[src/rtl/fifo_reader.sv]
// Read-side engine for the fifo block: polls the FIFO, stages returned words,
// packs RATIO of them into one wide word and presents it on a valid/ready stream.
module fifo_reader #(
   parameter int DATA_WIDTH = 8,
   parameter int RATIO      = 4,
   parameter int BUF_DEPTH  = 4
) (
   input  logic                          clk,
   input  logic                          reset,
   input  logic                          enable,
   input  logic                          flush,
   output logic                          fifo_rd_en,
   input  logic [DATA_WIDTH-1:0]         fifo_rd_data,
   input  logic                          fifo_rd_val,
   output logic [DATA_WIDTH*RATIO-1:0]   m_data,
   output logic [$clog2(RATIO+1)-1:0]    m_words,
   output logic                          m_valid,
   input  logic                          m_ready,
   output logic                          idle
);

   localparam int CW = $clog2(RATIO+1);
   localparam int OW = $clog2(BUF_DEPTH+1);
   localparam int PW = $clog2(BUF_DEPTH);
   localparam int WW = DATA_WIDTH*RATIO;
   localparam logic [OW:0] DEPTH_L = (OW+1)'(BUF_DEPTH);

   logic                  enable_q;
   logic                  inflight_q;
   logic [OW-1:0]         occ_q, occ_d;
   logic [PW-1:0]         wr_ptr_q, wr_ptr_d;
   logic [PW-1:0]         rd_ptr_q, rd_ptr_d;
   logic [DATA_WIDTH-1:0] buf_q [BUF_DEPTH];
   logic [WW-1:0]         pack_q, pack_d;
   logic [CW-1:0]         pack_cnt_q, pack_cnt_d;
   logic [WW-1:0]         m_data_q, m_data_d;
   logic [CW-1:0]         m_words_q, m_words_d;
   logic                  m_valid_q, m_valid_d;

   logic [OW:0]           demand_s;
   logic                  push_s;
   logic                  pop_s;
   logic                  out_free_s;
   logic                  last_slot_s;
   logic                  flush_go_s;
   logic [DATA_WIDTH-1:0] head_s;
   logic [WW-1:0]         pack_merge_s;

   function automatic logic [PW-1:0] ptr_inc(input logic [PW-1:0] p);
      if (p == PW'(BUF_DEPTH-1)) begin
         ptr_inc = {PW{1'b0}};
      end else begin
         ptr_inc = p + PW'(1);
      end
   endfunction

   // Request throttle, staging push/pop decisions, pack and output next state.
   always_comb begin
      demand_s    = {1'b0, occ_q} + {{OW{1'b0}}, inflight_q};
      fifo_rd_en  = enable_q & (demand_s < DEPTH_L);
      push_s      = inflight_q & fifo_rd_val;
      head_s      = buf_q[rd_ptr_q];
      out_free_s  = ~m_valid_q | m_ready;
      last_slot_s = (pack_cnt_q == CW'(RATIO-1));
      pop_s       = (occ_q != {OW{1'b0}}) & (~last_slot_s | out_free_s);
      // A partial word only leaves once nothing more can join it.
      flush_go_s  = flush & (pack_cnt_q != {CW{1'b0}}) & (occ_q == {OW{1'b0}})
                    & ~inflight_q & out_free_s;

      pack_merge_s = pack_q;
      for (int i = 0; i < RATIO; i++) begin
         if (pack_cnt_q == CW'(i)) begin
            pack_merge_s[i*DATA_WIDTH +: DATA_WIDTH] = head_s;
         end else begin
            pack_merge_s[i*DATA_WIDTH +: DATA_WIDTH] = pack_q[i*DATA_WIDTH +: DATA_WIDTH];
         end
      end

      pack_d     = pack_q;
      pack_cnt_d = pack_cnt_q;
      m_data_d   = m_data_q;
      m_words_d  = m_words_q;
      m_valid_d  = m_valid_q & ~m_ready;
      if (pop_s) begin
         if (last_slot_s) begin
            m_data_d   = pack_merge_s;
            m_words_d  = CW'(RATIO);
            m_valid_d  = 1'b1;
            pack_d     = {WW{1'b0}};
            pack_cnt_d = {CW{1'b0}};
         end else begin
            pack_d     = pack_merge_s;
            pack_cnt_d = pack_cnt_q + CW'(1);
         end
      end else if (flush_go_s) begin
         m_data_d   = pack_q;
         m_words_d  = pack_cnt_q;
         m_valid_d  = 1'b1;
         pack_d     = {WW{1'b0}};
         pack_cnt_d = {CW{1'b0}};
      end else begin
         pack_d = pack_q;
      end

      wr_ptr_d = push_s ? ptr_inc(wr_ptr_q) : wr_ptr_q;
      rd_ptr_d = pop_s  ? ptr_inc(rd_ptr_q) : rd_ptr_q;
      case ({push_s, pop_s})
         2'b10:   occ_d = occ_q + OW'(1);
         2'b01:   occ_d = occ_q - OW'(1);
         default: occ_d = occ_q;
      endcase
   end

   // State registers.
   always_ff @(posedge clk or negedge reset) begin
      if (!reset) begin
         enable_q   <= 1'b0;
         inflight_q <= 1'b0;
         occ_q      <= {OW{1'b0}};
         wr_ptr_q   <= {PW{1'b0}};
         rd_ptr_q   <= {PW{1'b0}};
         for (int i = 0; i < BUF_DEPTH; i++) begin
            buf_q[i] <= {DATA_WIDTH{1'b0}};
         end
         pack_q     <= {WW{1'b0}};
         pack_cnt_q <= {CW{1'b0}};
         m_data_q   <= {WW{1'b0}};
         m_words_q  <= {CW{1'b0}};
         m_valid_q  <= 1'b0;
      end else begin
         enable_q   <= enable;
         inflight_q <= fifo_rd_en;
         occ_q      <= occ_d;
         wr_ptr_q   <= wr_ptr_d;
         rd_ptr_q   <= rd_ptr_d;
         if (push_s) begin
            buf_q[wr_ptr_q] <= fifo_rd_data;
         end else begin
            buf_q[wr_ptr_q] <= buf_q[wr_ptr_q];
         end
         pack_q     <= pack_d;
         pack_cnt_q <= pack_cnt_d;
         m_data_q   <= m_data_d;
         m_words_q  <= m_words_d;
         m_valid_q  <= m_valid_d;
      end
   end

   assign m_data  = m_data_q;
   assign m_words = m_words_q;
   assign m_valid = m_valid_q;
   assign idle    = ~inflight_q & (occ_q == {OW{1'b0}}) & (pack_cnt_q == {CW{1'b0}}) & ~m_valid_q;

endmodule

[config.mk]
export PLATFORM = sky130hd
export DESIGN_NAME = fifo_reader
export DESIGN_NICKNAME = d
export VERILOG_FILES = /design/src/rtl/fifo_reader.sv
export SDC_FILE = /design/constraint.sdc
export NUM_CORES = 1
export LEC_CHECK = 0
export ABC_AREA = 0
export ABC_CLOCK_PERIOD_IN_PS = 2390
export CORE_MARGIN = 10
export CORE_UTILIZATION = 51
export CTS_CLUSTER_DIAMETER = 100
export DETAILED_ROUTE_END_ITERATION = 8
export PLACE_DENSITY_LB_ADDON = 0.2
export SYNTH_ARGS = -nofsm -noshare
export SYNTH_HDL_FRONTEND = slang
export SYNTH_SLANG_ARGS = --single-unit
[constraint.sdc]
create_clock -name clk -period 2.39 [get_ports clk]
set_input_delay 0.239 -clock clk [delete_from_list [all_inputs] [get_ports clk]]
set_output_delay 0.239 -clock clk [all_outputs]
set_load 0.01 [all_outputs]
# After elaboration in Yosys (flattened, before gate mapping)
# Cells that the tools add are included.
totals:
  reg_bits: 112
  in_bits: 14
  out_inout_bits: 38
  word_cells: 92
classes:
  addsub: 6
  order_cmp: 4
  n_eq_ne: 8
  mux: 33
  bitwise_logic: 19
  n_reduce_logical: 8
op_table:
  columns: ["cell", "n"]
  rows:
  - ["32-bit 2-to-1 mux", 7]
  - ["8-bit 2-to-1 mux", 9]
  - ["32-bit bitwise mux", 2]
  - ["8-bit binary-select mux with 2-bit select", 2]
  - ["3-bit 2-to-1 mux", 6]
  - ["8-bit demux with 2-bit select", 1]
  - ["1-bit AND", 11]
  - ["3-bit by 1-bit adder with 3-bit output (second input constant)", 2]
  - ["2-bit == test (second input constant)", 3]
  - ["3-bit by 2-bit == test with 1-bit output (second input constant)", 2]
  - ["3-bit greater-or-equal comparator (second input constant)", 2]
  - ["3-bit logical NOT", 2]
  - ["2-bit NOT with 3-bit output", 2]
  - ["3-bit case mux with 2 select lines", 1]
  - ["3-bit nonzero test", 2]
  - ["2-bit by 1-bit adder with 2-bit output (second input constant)", 2]
  - ["3-bit by 1-bit adder with 4-bit output", 1]
  - ["4-bit by 3-bit < comparator with 1-bit output (second input constant)", 1]
  - ["2-bit 2-to-1 mux", 2]
  - ["1-bit NOT", 4]
  - ["2-bit nonzero test", 2]
  - ["3-bit by 1-bit == test with 1-bit output (second input constant)", 1]
  - ["3-bit by 1-bit < comparator with 1-bit output (second input constant)", 1]
  - ["1-bit 2-to-1 mux", 3]
  - ["6 further kinds", 7]

# Longest topological paths before layout
logic_depth:
  ltp_word: 7
  depth_mapped: 10
  depth_no_buf: 9

# Worst setup path before layout
# No wires, ideal clock.
synth_path:
  path_type: "reg2reg"
  startpoint: "register pack_cnt_q[0]"
  endpoint: "register occ_q[2]"
  setup_ns: 0.079
  t_arrival_ns: 2.305
  required_ns: 2.311
  path_slack_ns: 0.006
  stages_incl_launch_ff: 11
  n_path_buf: 1
  synth_period_minus_slack_ns: 2.384
  path_cell_list: "dfrtp_1 ha_1 clkbuf_1 nor2b_1 a21oi_1 ha_1 inv_1 fa_1 xor2_1 nor2_1 xor2_1"
synth_via:
  elab_chain_cells: 6
  elab_cells_between_ends: 8
  classes_between: "eq/ne: 3; mux: 1; bitwise: 3; reduce/logical: 1"
synth_lines:
  columns: ["item", "line_no", "source"]
  rows:
  - ["from (decl)", "35", "logic [CW-1:0] pack_cnt_q, pack_cnt_d;"]
  - ["from (signal assigned)", "126", "pack_cnt_q <= {CW{1'b0}};"]
  - ["from (signal assigned)", "142", "pack_cnt_q <= pack_cnt_d;"]
  - ["3-bit by 2-bit == test with 1-bit output (*)", "64", "last_slot_s = (pack_cnt_q == CW'(RATIO-1));"]
  - ["1-bit NOT (*)", "65", "pop_s = (occ_q != {OW{1'b0}}) & (~last_slot_s | out_free_s);"]
  - ["1-bit OR (*)", "65", null]
  - ["1-bit AND (*)", "65", null]
  - ["named net pop_s", "42", "logic pop_s;"]
  - ["2-bit by 1-bit == test with 1-bit output / 2-bit == test (equally long branches)", "107", "case ({push_s, pop_s})"]
  - ["3-bit case mux with 2 select lines / 2-bit nonzero test (equally long branches)", null, null]
  - ["to (signal assigned)", "119", "occ_q <= {OW{1'b0}};"]
  - ["to (decl)", "30", "logic [OW-1:0] occ_q, occ_d;"]
# The timed path passes the listed nets; every way through them passes the cells marked *.
# A chain may end at the register's enable or synchronous reset.

# Final worst setup path
layout_path:
  startpoint: "register pack_cnt_q[0]"
  endpoint: "register m_data_q[16] (netlist: m_data[16])"
layout_via:
  elab_chain_cells: 7
  elab_cells_between_ends: 16
  classes_between: "eq/ne: 3; mux: 3; bitwise: 7; reduce/logical: 3"
layout_lines:
  columns: ["item", "line_no", "source"]
  rows:
  - ["3-bit nonzero test", "67", "flush_go_s = flush & (pack_cnt_q != {CW{1'b0}}) & (occ_q == {OW{1'b0}})"]
  - ["1-bit AND (2 in a row)", "67", null]
  - ["1-bit AND (2 in a row)", "68", "& ~inflight_q & out_free_s;"]
  - ["2-bit nonzero test (no line)", null, null]
  - ["2-bit AND reduction (no line)", null, null]
  - ["to (signal assigned)", "127", "m_data_q <= {WW{1'b0}};"]
  - ["to (signal assigned)", "143", "m_data_q <= m_data_d;"]
  - ["to (decl)", "36", "logic [WW-1:0] m_data_q, m_data_d;"]
# Several ways; a longest one is shown, not always the timed one. The select of a mux whose other input is x is not followed.

==> flow_summary_export.csv <==
group,metric,value,unit
power_and_ir_drop,vdd_drop_max,760,µV
placement,dpl-instance-area,5940,µm²
logic_synthesis,syn_inst,402,
logic_synthesis,syn_avg_cell_area,13.0,µm²
clock_network,cts-buffers-inserted,9,
logic_synthesis,netlist.area_leader.share,0.538,
global_routing,grt.met2_usage,0.270,
logic_synthesis,synthFlopType,"dfrtp_1",
placement,place_congestion,0.823,
global_routing,overflow,0,
logic_synthesis,synth_compound_area_frac,0.0877,
power_and_ir_drop,total_power,9.23,mW
timing,period_needed,2.23,ns
cells_and_area,fill_cells,769,
power_and_ir_drop,cellLeakagePower,2.69,nW
clock_network,cts-root-buf,"clkbuf_8",
floorplanning,initial_core_util,0.528,
flow_run,cap_violations,0,
cells_and_area,layout_common_cells,"dfrtp_1 (112), mux2_2 (65), clkdlybuf4s50_1 (49)",
logic_synthesis,synthTopCellsByArea,"dfrtp_1 (54%), mux2_2 (14%), mux4_2 (6.9%)",
setup_path,worst_ep_required_time,2.66,ns
timing,final.setup.tns,0,ns
setup_path,slowest_stage,"dfrtp_1",
timing,rsz0062_at_grt,"no",
clock_network,clock_sinks,112,
logic_synthesis,synth_top_family_by_area,"multiplexers",
timing,worst_slack,0.155,ns
cells_and_area,utilization,0.628,
clock_network,cts-htree-levels,3,
clock_network,cts_buffer_depth,2,
routing,wl,11500,µm
timing,max_freq,447,MHz
placement,io_buffers,51,
setup_path,crit_path_end_kind,"flip-flop",
power_and_ir_drop,power_switching,3.39,mW
setup_path,start_kind,"flip-flop",
power_and_ir_drop,clkPwrFrac,0.143,
global_routing,grt_pass1_vias,3556,
clock_network,clk_latency,0.38,ns
min_path,hold_class,"input pin to async pin",
setup_path,path_buf_inv,2,
power_and_ir_drop,seqPwrFrac,0.351,
routing,drc,0,
routing,drt_iter0_drc,262,
clock_network,cts.clk_slew.worst_paths,0.10,ns
floorplanning,die_h,121,µm
floorplanning,coreArea,9860,µm²
cells_and_area,nets,488,
logic_synthesis,synth-seq-area-share,0.538,
setup_path,critPathMaxFanout,11,
logic_synthesis,synth-simple-area-share,0.0803,
setup_path,critPathTopFamily,"simple AND/OR/NAND/NOR gates",
timing,worst_pin_slew,0.742,ns
logic_synthesis,ys_ff_latch,112,
setup_path,cp_slowest_stage_delay,0.47,ns
timing,period_share,0.935,
global_routing,grt_max_degree,59,
setup_path,crit_chain,"inv_1, ha_1, nor2b_1, or3_4, a21oi_4, buf_4, mux2_2",
cells_and_area,n_antenna_cell,0,
timing,finalSetupViolCount,0,
logic_synthesis,yosysTopAreaCell,"dfrtp_1",
timing,hold_violations,0,
global_routing,met3_usage,0.0358,
logic_synthesis,ys_types,36,
cells_and_area,postLayoutCellArea,6200,µm²
placement,place_ws,0.128,ns
routing,drt_first_pass_iters,4,
global_routing,grt_usage,0.164,
global_routing,antenna_found_initial,0,
routing,vias,3379,
floorplanning,fp.dieW,121,µm
routing,vias_per_cell,5.62,
power_and_ir_drop,power_frac_comb,0.505,
global_routing,top_usage_layer,"met2",
routing,antenna_left,0,
timing,final.setup_skew,0.00915,ns
power_and_ir_drop,power_density,1490,nW/µm²
power_and_ir_drop,swShare,0.367,
clock_network,cts_tree,"built",
logic_synthesis,ys_warn_count,0,
global_routing,grt.met1_usage,0.209,
logic_synthesis,synth_area,5210,µm²
setup_path,critPathKind,"flip-flop to flip-flop",
logic_synthesis,synthXorXnorAreaFrac,0.00505,
cells_and_area,drive_gt1_frac,0.267,
floorplanning,row_count,36,
outcome,status,"finished clean",
routing,routedWlPerCell,19.1,µm
power_and_ir_drop,power.internal,5.84,mW
cells_and_area,syn_to_final_growth,19.1,%
floorplanning,io_pins,52,
logic_synthesis,async_reset_ff_frac,1.00,
placement,hpwl,7870,µm
floorplanning,design.die.area,14600,µm²
logic_synthesis,synth_edf_count,0,
logic_synthesis,yosys-mux-area-fraction,0.233,
logic_synthesis,synth_nets,427,
logic_synthesis,synth_fa_ha_area_frac,0.0279,
clock_network,post-cts-setup-buffers,0,
setup_path,cp.arrival,2.50,ns
global_routing,grt_pass1_wl,19000,µm
cells_and_area,layout_commonest_cell,"dfrtp_1",
timing,slew_headroom,0.505,
timing,slew_violations,0,
## power by group through the flow
stage	registers (mW)	logic [mW]	clock network [mW]
after global routing	3.35	5.11	1.44
after detailed placement	3.27	4.69	0
after floorplan	3.16	3.13	0
final	3.24	4.66	1.32
after CTS	3.24	4.73	1.35
after global placement	3.22	4.57	0
## what timing repair did
action                                  in CTS  in global routing
endpoints found under the setup margin       1                  1
hold buffers                                 1                  0
resized for setup                            3                  1
hold endpoints to repair                    26                  0
## per-stage QoR
| step | std cells | hold WS, ns |
|---|---|---|
| floorplan | 402 | -0.0566 |
| global placement | 584 | 0.187 |
| detailed placement | 584 | 0.191 |
| CTS | 601 | 0.296 |
| global route | 601 | 0.283 |
| finish | 601 | 0.310 |
## metal layers
metal / routed length, µm / vias up
met3: 638 / 10
met1: 4890 / 1730
met4: 129 / 0
met5: 0 / -
li1: - / 1563
met2: 5830 / 76
## sequential cells by signal, summed over array words and instances (netlist names)
register and flops:
rd_ptr_q 2, wr_ptr_q 2, occ_q 3, pack_q 32, buf_q 32, m_words 3, inflight_q 1, m_data 32
enable_q 1, pack_cnt_q 3, m_valid 1
## logic make-up after synthesis
family                     after synthesis
muxes                                   93
AOI/OAI and AO/OA                       69
buffers and inverters                   31
adders and majority gates               11
and+or+nand+nor                         83
DFF                                    112
xor gates and xnor gates                 3
## layout make-up
cell class | instances | area [µm²] | share of cell area
well taps | 133 | 166 | 0.0268
clock inverters | 5 | 104 | 0.0168
clock buffers | 11 | 131 | 0.0212
multi-input cells | 259 | 2280 | 0.367
flip-flops and latches | 112 | 2800 | 0.452
inverters | 11 | 41.3 | 0.00666
repair buffers | 70 | 677 | 0.109
## cells in the mapped netlist (all sizes together) (2+ instances only)
| cell type | instances |
|---|---|
| nor2 | 36 |
| nand2b | 6 |
| dfrtp | 112 |
| mux2i | 10 |
| nand2 | 8 |
| nor3 | 9 |
| ha | 10 |
| or3 | 2 |
| nor2b | 11 |
| xor2 | 2 |
| nor4 | 2 |
| a22o | 24 |
| mux2 | 67 |
| a21oi | 38 |
| inv | 11 |
| buf | 13 |
| mux4 | 16 |
| o21ai | 3 |
| or2 | 4 |
| clkbuf | 7 |
| nand3b | 3 |
## path summary, 6_finish.rpt
path | start | to | slack, ns | cells after the start
worst min register to register | m_data[23]$_DFFE_PN0P_ | m_data[23]$_DFFE_PN0P_ | 0.50 | 1
min in group clk | enable | enable_q$_DFF_PN0_ | 0.31 | 1
worst max register to register | pack_cnt_q[0]$_DFFE_PN0P_ | m_data[16]$_DFFE_PN0P_ | 0.16 | 7
max in group asynchronous | reset | m_data[30]$_DFFE_PN0P_ | 1.39 | 3
worst min-delay path | reset | m_data[16]$_DFFE_PN0P_ | 0.31 | 2
worst max-delay path | pack_cnt_q[0]$_DFFE_PN0P_ | m_data[16]$_DFFE_PN0P_ | 0.16 | 7
(Power assumes the default switching activity.)
